File: config.mk
export PLATFORM = sky130hd
export DESIGN_NAME = pipe_ctrl
export DESIGN_NICKNAME = d
export VERILOG_FILES = /design/src/rtl/pipe_ctrl.sv
export SDC_FILE = /design/constraint.sdc
export NUM_CORES = 1
export LEC_CHECK = 0
export ABC_AREA = 1
export CAP_MARGIN = 20
export CORE_MARGIN = 10
export CORE_UTILIZATION = 25
export DETAILED_ROUTE_END_ITERATION = 10
export DONT_BUFFER_PORTS = 1
export PLACE_DENSITY_LB_ADDON = 0.25
export REMOVE_ABC_BUFFERS = 1
export SLEW_MARGIN = 30
export SYNTH_ARGS = -nofsm -noshare
export SYNTH_HDL_FRONTEND = slang
export SYNTH_SLANG_ARGS = --single-unit
File: constraint.sdc
create_clock -name clk_i -period 3.7 [get_ports clk_i]
set_input_delay 0.74 -clock clk_i [delete_from_list [all_inputs] [get_ports clk_i]]
set_output_delay 0.74 -clock clk_i [all_outputs]
set_load 0.02 [all_outputs]
File: src/rtl/pipe_ctrl.sv
`default_nettype none
// ============================================================================
// Module   : pipe_ctrl
// Purpose  : Pipeline control unit for the in-order core. Merges per-stage
//            stall requests with the ID/EXE load-use hazard and EXE-stage
//            branch redirects, and produces a hold and a bubble enable for
//            every pipeline register plus the PC write port. It also keeps a
//            sticky stall watchdog.
// Options  : define PIPE_CTRL_PERF_EN to build the cycle/stall/flush
//            performance counters; without it those outputs are tied to 0.
// Revision : 1.0 - initial release
// ============================================================================
module pipe_ctrl #(
  parameter int NSTAGE    = 5,
  parameter int EXE_IDX   = 2,
  parameter int AW        = 32,
  parameter int RAW       = 5,
  parameter int STALL_MAX = 64,
  parameter int CNT_WIDTH = 32
) (
  input  logic                 clk_i,
  input  logic                 rst_i,
  input  logic [NSTAGE-1:0]    stall_req_i,
  input  logic                 ld_exe_i,
  input  logic                 exe_reg_we_i,
  input  logic [RAW-1:0]       exe_reg_waddr_i,
  input  logic                 id_re1_i,
  input  logic                 id_re2_i,
  input  logic [RAW-1:0]       id_raddr1_i,
  input  logic [RAW-1:0]       id_raddr2_i,
  input  logic                 redirect_i,
  input  logic [AW-1:0]        redirect_addr_i,
  output logic [NSTAGE-1:0]    stall_o,
  output logic [NSTAGE-1:0]    flush_o,
  output logic                 pc_we_o,
  output logic [AW-1:0]        new_pc_o,
  output logic                 stall_timeout_o,
  output logic [CNT_WIDTH-1:0] cycle_cnt_o,
  output logic [CNT_WIDTH-1:0] stall_cnt_o,
  output logic [CNT_WIDTH-1:0] flush_cnt_o
);

  // FSM encoding: RUN applies redirects directly, PEND holds one that arrived
  // while a stage at or beyond EXE was stalled.
  localparam logic [0:0] c_st_run  = 1'b0;
  localparam logic [0:0] c_st_pend = 1'b1;

  // Watchdog run counter saturates at STALL_MAX.
  localparam int                 c_run_w    = $clog2(STALL_MAX + 1);
  localparam logic [c_run_w-1:0] c_run_max  = c_run_w'(STALL_MAX);
  localparam logic [c_run_w-1:0] c_run_last = c_run_w'(STALL_MAX - 1);
  localparam logic [c_run_w-1:0] c_run_one  = c_run_w'(1);

  logic [0:0]          r_state;
  logic [0:0]          w_state_nxt;
  logic [AW-1:0]       r_pend_addr;
  logic [c_run_w-1:0]  r_run;
  logic                r_timeout;

  logic                w_lu;
  logic                w_src1_hit;
  logic                w_src2_hit;
  logic [NSTAGE-1:0]   w_req;
  logic [NSTAGE-1:0]   w_hold;
  logic [NSTAGE-1:0]   w_bub;
  logic [NSTAGE-1:0]   w_redir_flush;
  logic                w_blk;
  logic                w_go;
  logic [AW-1:0]       w_go_addr;
  logic                w_latch;
  logic [NSTAGE-1:0]   w_stall_eff;
  logic [NSTAGE-1:0]   w_flush_eff;

  // ---------------------------------------------------------------------
  // Hazard detection: a load in EXE whose destination is read by ID.
  // Register 0 is hard-wired zero and never creates a dependency.
  // ---------------------------------------------------------------------
  assign w_src1_hit = id_re1_i && (id_raddr1_i == exe_reg_waddr_i);
  assign w_src2_hit = id_re2_i && (id_raddr2_i == exe_reg_waddr_i);
  assign w_lu       = ld_exe_i && exe_reg_we_i && (exe_reg_waddr_i != '0)
                      && (w_src1_hit || w_src2_hit);

  // The hazard behaves exactly like a stall request from the IF/ID register.
  always_comb begin
    w_req    = stall_req_i;
    w_req[1] = stall_req_i[1] | w_lu;
  end

  // ---------------------------------------------------------------------
  // Hold mask: register j holds when any request at index >= j exists,
  // which is "all j <= highest requesting index". The bubble goes into the
  // first register that is not held, directly downstream of the stall.
  // ---------------------------------------------------------------------
  for (genvar j = 0; j < NSTAGE; j++) begin : g_hold
    assign w_hold[j] = |w_req[NSTAGE-1:j];
  end

  assign w_bub[0] = 1'b0;
  for (genvar j = 1; j < NSTAGE; j++) begin : g_bub
    assign w_bub[j] = w_hold[j-1] & ~w_hold[j];
  end

  // A taken branch kills everything fetched after it: registers 1..EXE_IDX.
  for (genvar j = 0; j < NSTAGE; j++) begin : g_redir
    assign w_redir_flush[j] = (j >= 1) && (j <= EXE_IDX);
  end

  // A stall at or beyond the EXE register freezes the branch itself, so the
  // redirect cannot be taken yet.
  assign w_blk = w_hold[EXE_IDX];

  // FSM state register.
  always_ff @(posedge clk_i or posedge rst_i) begin
    if (rst_i) begin
      r_state <= c_st_run;
    end else begin
      r_state <= w_state_nxt;
    end
  end

  // FSM next-state: park a blocked redirect, release it once unblocked.
  always_comb begin
    w_state_nxt = r_state;
    case (r_state)
      c_st_run:  if (redirect_i && w_blk) w_state_nxt = c_st_pend;
      c_st_pend: if (!w_blk)              w_state_nxt = c_st_run;
      default:                            w_state_nxt = c_st_run;
    endcase
  end

  // FSM outputs: whether a redirect is applied this cycle and its target.
  always_comb begin
    w_go      = 1'b0;
    w_go_addr = redirect_addr_i;
    w_latch   = 1'b0;
    case (r_state)
      c_st_run: begin
        w_go      = redirect_i && !w_blk;
        w_go_addr = redirect_addr_i;
        w_latch   = redirect_i && w_blk;
      end
      c_st_pend: begin
        // New redirects are ignored here; the parked one is older.
        w_go      = !w_blk;
        w_go_addr = r_pend_addr;
      end
      default: begin
        w_go      = 1'b0;
        w_go_addr = redirect_addr_i;
      end
    endcase
  end

  // Capture the target of a redirect that has to wait.
  always_ff @(posedge clk_i or posedge rst_i) begin
    if (rst_i) begin
      r_pend_addr <= '0;
    end else if (w_latch) begin
      r_pend_addr <= redirect_addr_i;
    end
  end

  // ---------------------------------------------------------------------
  // Effective enables. An applied redirect overrides every stall below EXE
  // (none at or above EXE can exist when it is applied), so the front of
  // the pipe runs and is flushed instead.
  // ---------------------------------------------------------------------
  assign w_stall_eff = w_go ? '0            : w_hold;
  assign w_flush_eff = w_go ? w_redir_flush : w_bub;

  // Outputs are forced quiet while reset is asserted.
  assign stall_o  = rst_i ? '0 : w_stall_eff;
  assign flush_o  = rst_i ? '0 : w_flush_eff;
  assign pc_we_o  = !rst_i && w_go;
  assign new_pc_o = (!rst_i && w_go) ? w_go_addr : '0;

  // Watchdog: count consecutive stalled cycles, flag sticky at STALL_MAX.
  always_ff @(posedge clk_i or posedge rst_i) begin
    if (rst_i) begin
      r_run     <= '0;
      r_timeout <= 1'b0;
    end else if (|w_stall_eff) begin
      if (r_run != c_run_max) begin
        r_run <= r_run + c_run_one;
      end
      if (r_run >= c_run_last) begin
        r_timeout <= 1'b1;
      end
    end else begin
      r_run <= '0;
    end
  end

  assign stall_timeout_o = r_timeout;

`ifdef PIPE_CTRL_PERF_EN
  localparam logic [CNT_WIDTH-1:0] c_cnt_one = CNT_WIDTH'(1);

  logic [CNT_WIDTH-1:0] r_cycle_cnt;
  logic [CNT_WIDTH-1:0] r_stall_cnt;
  logic [CNT_WIDTH-1:0] r_flush_cnt;

  // Free-running performance counters, wrapping naturally.
  always_ff @(posedge clk_i or posedge rst_i) begin
    if (rst_i) begin
      r_cycle_cnt <= '0;
      r_stall_cnt <= '0;
      r_flush_cnt <= '0;
    end else begin
      r_cycle_cnt <= r_cycle_cnt + c_cnt_one;
      if (|w_stall_eff) r_stall_cnt <= r_stall_cnt + c_cnt_one;
      if (|w_flush_eff) r_flush_cnt <= r_flush_cnt + c_cnt_one;
    end
  end

  assign cycle_cnt_o = r_cycle_cnt;
  assign stall_cnt_o = r_stall_cnt;
  assign flush_cnt_o = r_flush_cnt;
`else
  assign cycle_cnt_o = '0;
  assign stall_cnt_o = '0;
  assign flush_cnt_o = '0;
`endif

endmodule
`default_nettype wire

==> out/summary.txt <==
Outcome - complete, no violations
Worst R2R Path Depth - 5
Mapped Cells - 476
Yosys reg bits - 41
CTS Buf Count - 5
Gr ovfl total - 0
Die ar. - 18200 um^2
Initial Util - 25.9%
Arr. time, crit path - 2.25 ns
Area grow syn2layout - -1.36%
Setup-failing EPs final - 0
FP Rows - 41
DIE WIDTH - 135 um
Top cells by area, synth - dfrtp_1 (31%), buf_4 (22%), nand2_1 (8.3%), nor2_1 (7.1%), inv_1 (6.1%)
RR Startpoint - r_state$_DFF_PP0_
P_leak - 1.73 nW
Post-Syn Area - 3310 um^2
Slew margin rel. - 56.2%
Root Driver - clkbuf_16
Die Span Y - 135 um
Util after Layout - 25.6%
Layout cells sized above 1 - 12.1%
Most common cell after layout, fill and taps aside - conb_1
Ports - 199
First-pass GRT wire length - 12600 um
CP startpoint - stall_req_i[4]
Total Power - 1.49 mW
Placed cell areas - 3110 um^2
Fin. Hold Viols - 0
RSZ-0062 raised after global routing - false
R2R Path End - r_pend_addr[28]$_DFFE_PP0P_
Number of global-route vias before repair - 2456
Final slew viol count - 0
DP HPWL - 6600 um
Initial antenna violation count - 0
Post-CTS Setup Bufs - 0
Gr busiest metal - met2
Worst Tran Pin Value - 0.651 ns
Hold slack - 0.485 ns
Final wirelength - 8230 um
Cts hold-fix bufs - 0
Max clock buf depth - 2
DP Cell Count - 636
Post-route worst setup slack - 0.705 ns
Gpl congestion - 0.835
Met3 Resource Use GR - 3.97%
Finished Layout Cells - 644
Worst hold path class - reg2reg
F_max - 0.334 GHz
Multi-input logic area - 1600 um^2
P per Cell Area - 456 nW/um^2
Core Box Area - 12800 um^2
Max-cap violations - 0
Post_cts resized - 0
Initial DRC count - 87
Distinct cells, synth - 22
Post-synth top area cell - dfrtp_1
Clk slew on worst S/H paths - 0.06 ns
DRC viols - 0
Largest net degree at the start of global routing - 66
Worst skew pair latency - 0.28 ns
Total GRT Usage - 8.39%
Cell family with the largest share of critical-path delay - buffers and inverters
Req. time, crit path - 2.96 ns
Worst-path fanout max - 21
Nets - 532
Grt met1 use - 9.14%
Met2 Usage GRT - 14.6%
Stages on worst setup path - 10
Critical Path End - new_pc_o[21]
Crit path time final - 2.99 ns
Tcrit/Tclk final - 80.9%
P_sw - 538 uW
Register-to-Register Setup Slack - 1.78 ns
Comb power frac - 28.0%
Vias - 2437
Worst vdd ir - 0.144 mV
Warnings, synthesis - 0
Sw Share - 36.1%
Internal Power - 952 uW
Slowest stage delay, CP - 0.29 ns
Final setup TNS - 0 ns
Worst setup SP type - input pin
CTS tree - yes
Register area share after synthesis - 31.0%
Clk_skew - 0.00550 ns
Design area - 3270 um^2
Share of the synthesized area in the top cell type - 31.0%
CTS sink count - 41
Average cell area after synthesis - 6.96 um^2
# fillers - 1432
Crit Path Category - in2out
Critical path capture point type - primary output
Sequential power share - 42.0%
Commonest non-fill, non-tap cells in the layout - conb_1 (97), nand2_1 (73), nor2_1 (63), inv_1 (53), dfrtp_1 (40)
Worst path bufs/invs - 5
Drt wl/cell - 12.8 um
Seq. cell area - 1030 um^2
CP max-delay cell - buf_4
Clock Power Share - 30.0%
Pre-CTS worst setup slack - 0.672 ns
Via-to-Cell Ratio - 3.78
Remaining antenna violation count - 0
Critical path, cell by cell - nor2_2 -> inv_2 -> nor2_4 -> inv_2 -> nor2_4 -> inv_2 -> nor2_4 -> inv_2 -> buf_4 -> nor2_2
Drt first pass iters - 4
CTS H-Tree Depth - 2
Most used cell, CP - inv_2
Buffers on Ports - 0
Antenna fix cells - 0
## synthesized netlist by cell type
cell,n
nor2_2,31
conb_1,1
xor2_1,3
nand3_1,10
nand4_1,2
inv_2,7
inv_1,54
dfrtp_1,41
ha_1,2
buf_6,3
nor2_1,63
nand2_1,73
o21ai_1,9
buf_2,9
a21oi_1,32
nand3b_2,1
o21ai_0,26
xnor2_1,2
nor3_1,2
clkbuf_1,5
buf_4,97
nor2_4,3
## kinds of logic after synthesis
kind of cell / Yosys count / synth area share [%]
AOI/OAI and AO/OA: 67 / 10.1
xor gates and xnor gates: 5 / 1.32
adders and majority gates: 2 / 0.756
buffers and inverters: 175 / 31.9
DFF: 41 / 31.0
other: 1 / 0.113
and+or+nand+nor: 185 / 24.8
## layer usage
metal  part of all wire (%)  vias up  routed length, um
li1                       -     1234                  -
met1                     38     1072               3110
met2                     48      124               3940
met3                     14        7               1120
met4                   0.84        0                 69
met5                      0        -                  0
## sequential cells by signal, summed over array words and instances (netlist names)
| name | flops |
|---|---|
| r_state | 1 |
| r_run | 7 |
| stall_timeout_o | 1 |
| r_pend_addr | 32 |
## worst min-delay path by stage
stage / startpoint / to / slack, ns / cells past startpoint
6_report: r_pend_addr[31]$_DFFE_PP0P_ / r_pend_addr[31]$_DFFE_PP0P_ / 0.49 / 2
5_1_grt: r_pend_addr[1]$_DFFE_PP0P_ / r_pend_addr[1]$_DFFE_PP0P_ / 0.51 / 2
4_1_cts: r_pend_addr[6]$_DFFE_PP0P_ / r_pend_addr[6]$_DFFE_PP0P_ / 0.49 / 2
3_5_place_dp: r_pend_addr[6]$_DFFE_PP0P_ / r_pend_addr[6]$_DFFE_PP0P_ / 0.47 / 2
3_3_place_gp: r_pend_addr[29]$_DFFE_PP0P_ / r_pend_addr[29]$_DFFE_PP0P_ / 0.47 / 2
2_1_floorplan: r_pend_addr[10]$_DFFE_PP0P_ / r_pend_addr[10]$_DFFE_PP0P_ / 0.45 / 2
## power groups by stage
stage | clock network (mW) | registers (mW) | logic (mW)
2_1_floorplan | 0 | 0.627 | 0.350
3_3_place_gp | 0 | 0.630 | 0.411
6_report | 0.446 | 0.625 | 0.418
3_5_place_dp | 0 | 0.632 | 0.420
4_1_cts | 0.477 | 0.626 | 0.419
5_1_grt | 0.487 | 0.643 | 0.481
## tightest hold or removal path, cell delays in order, from the launching register on
cell	delay, ns
dfrtp_1	0.34
nand2_1	0.05
o21ai_0	0.06
## area by class of cell
class | instances | area share [%]
timing repair buffer | 6 | 1.38
sequential | 41 | 31.5
clock buffer | 7 | 4.37
multi-input combinational | 356 | 49.0
clock inverter | 1 | 0.230
tap | 172 | 6.59
inverter | 61 | 7.01
Note: power is estimated with default switching activity, not from simulation.
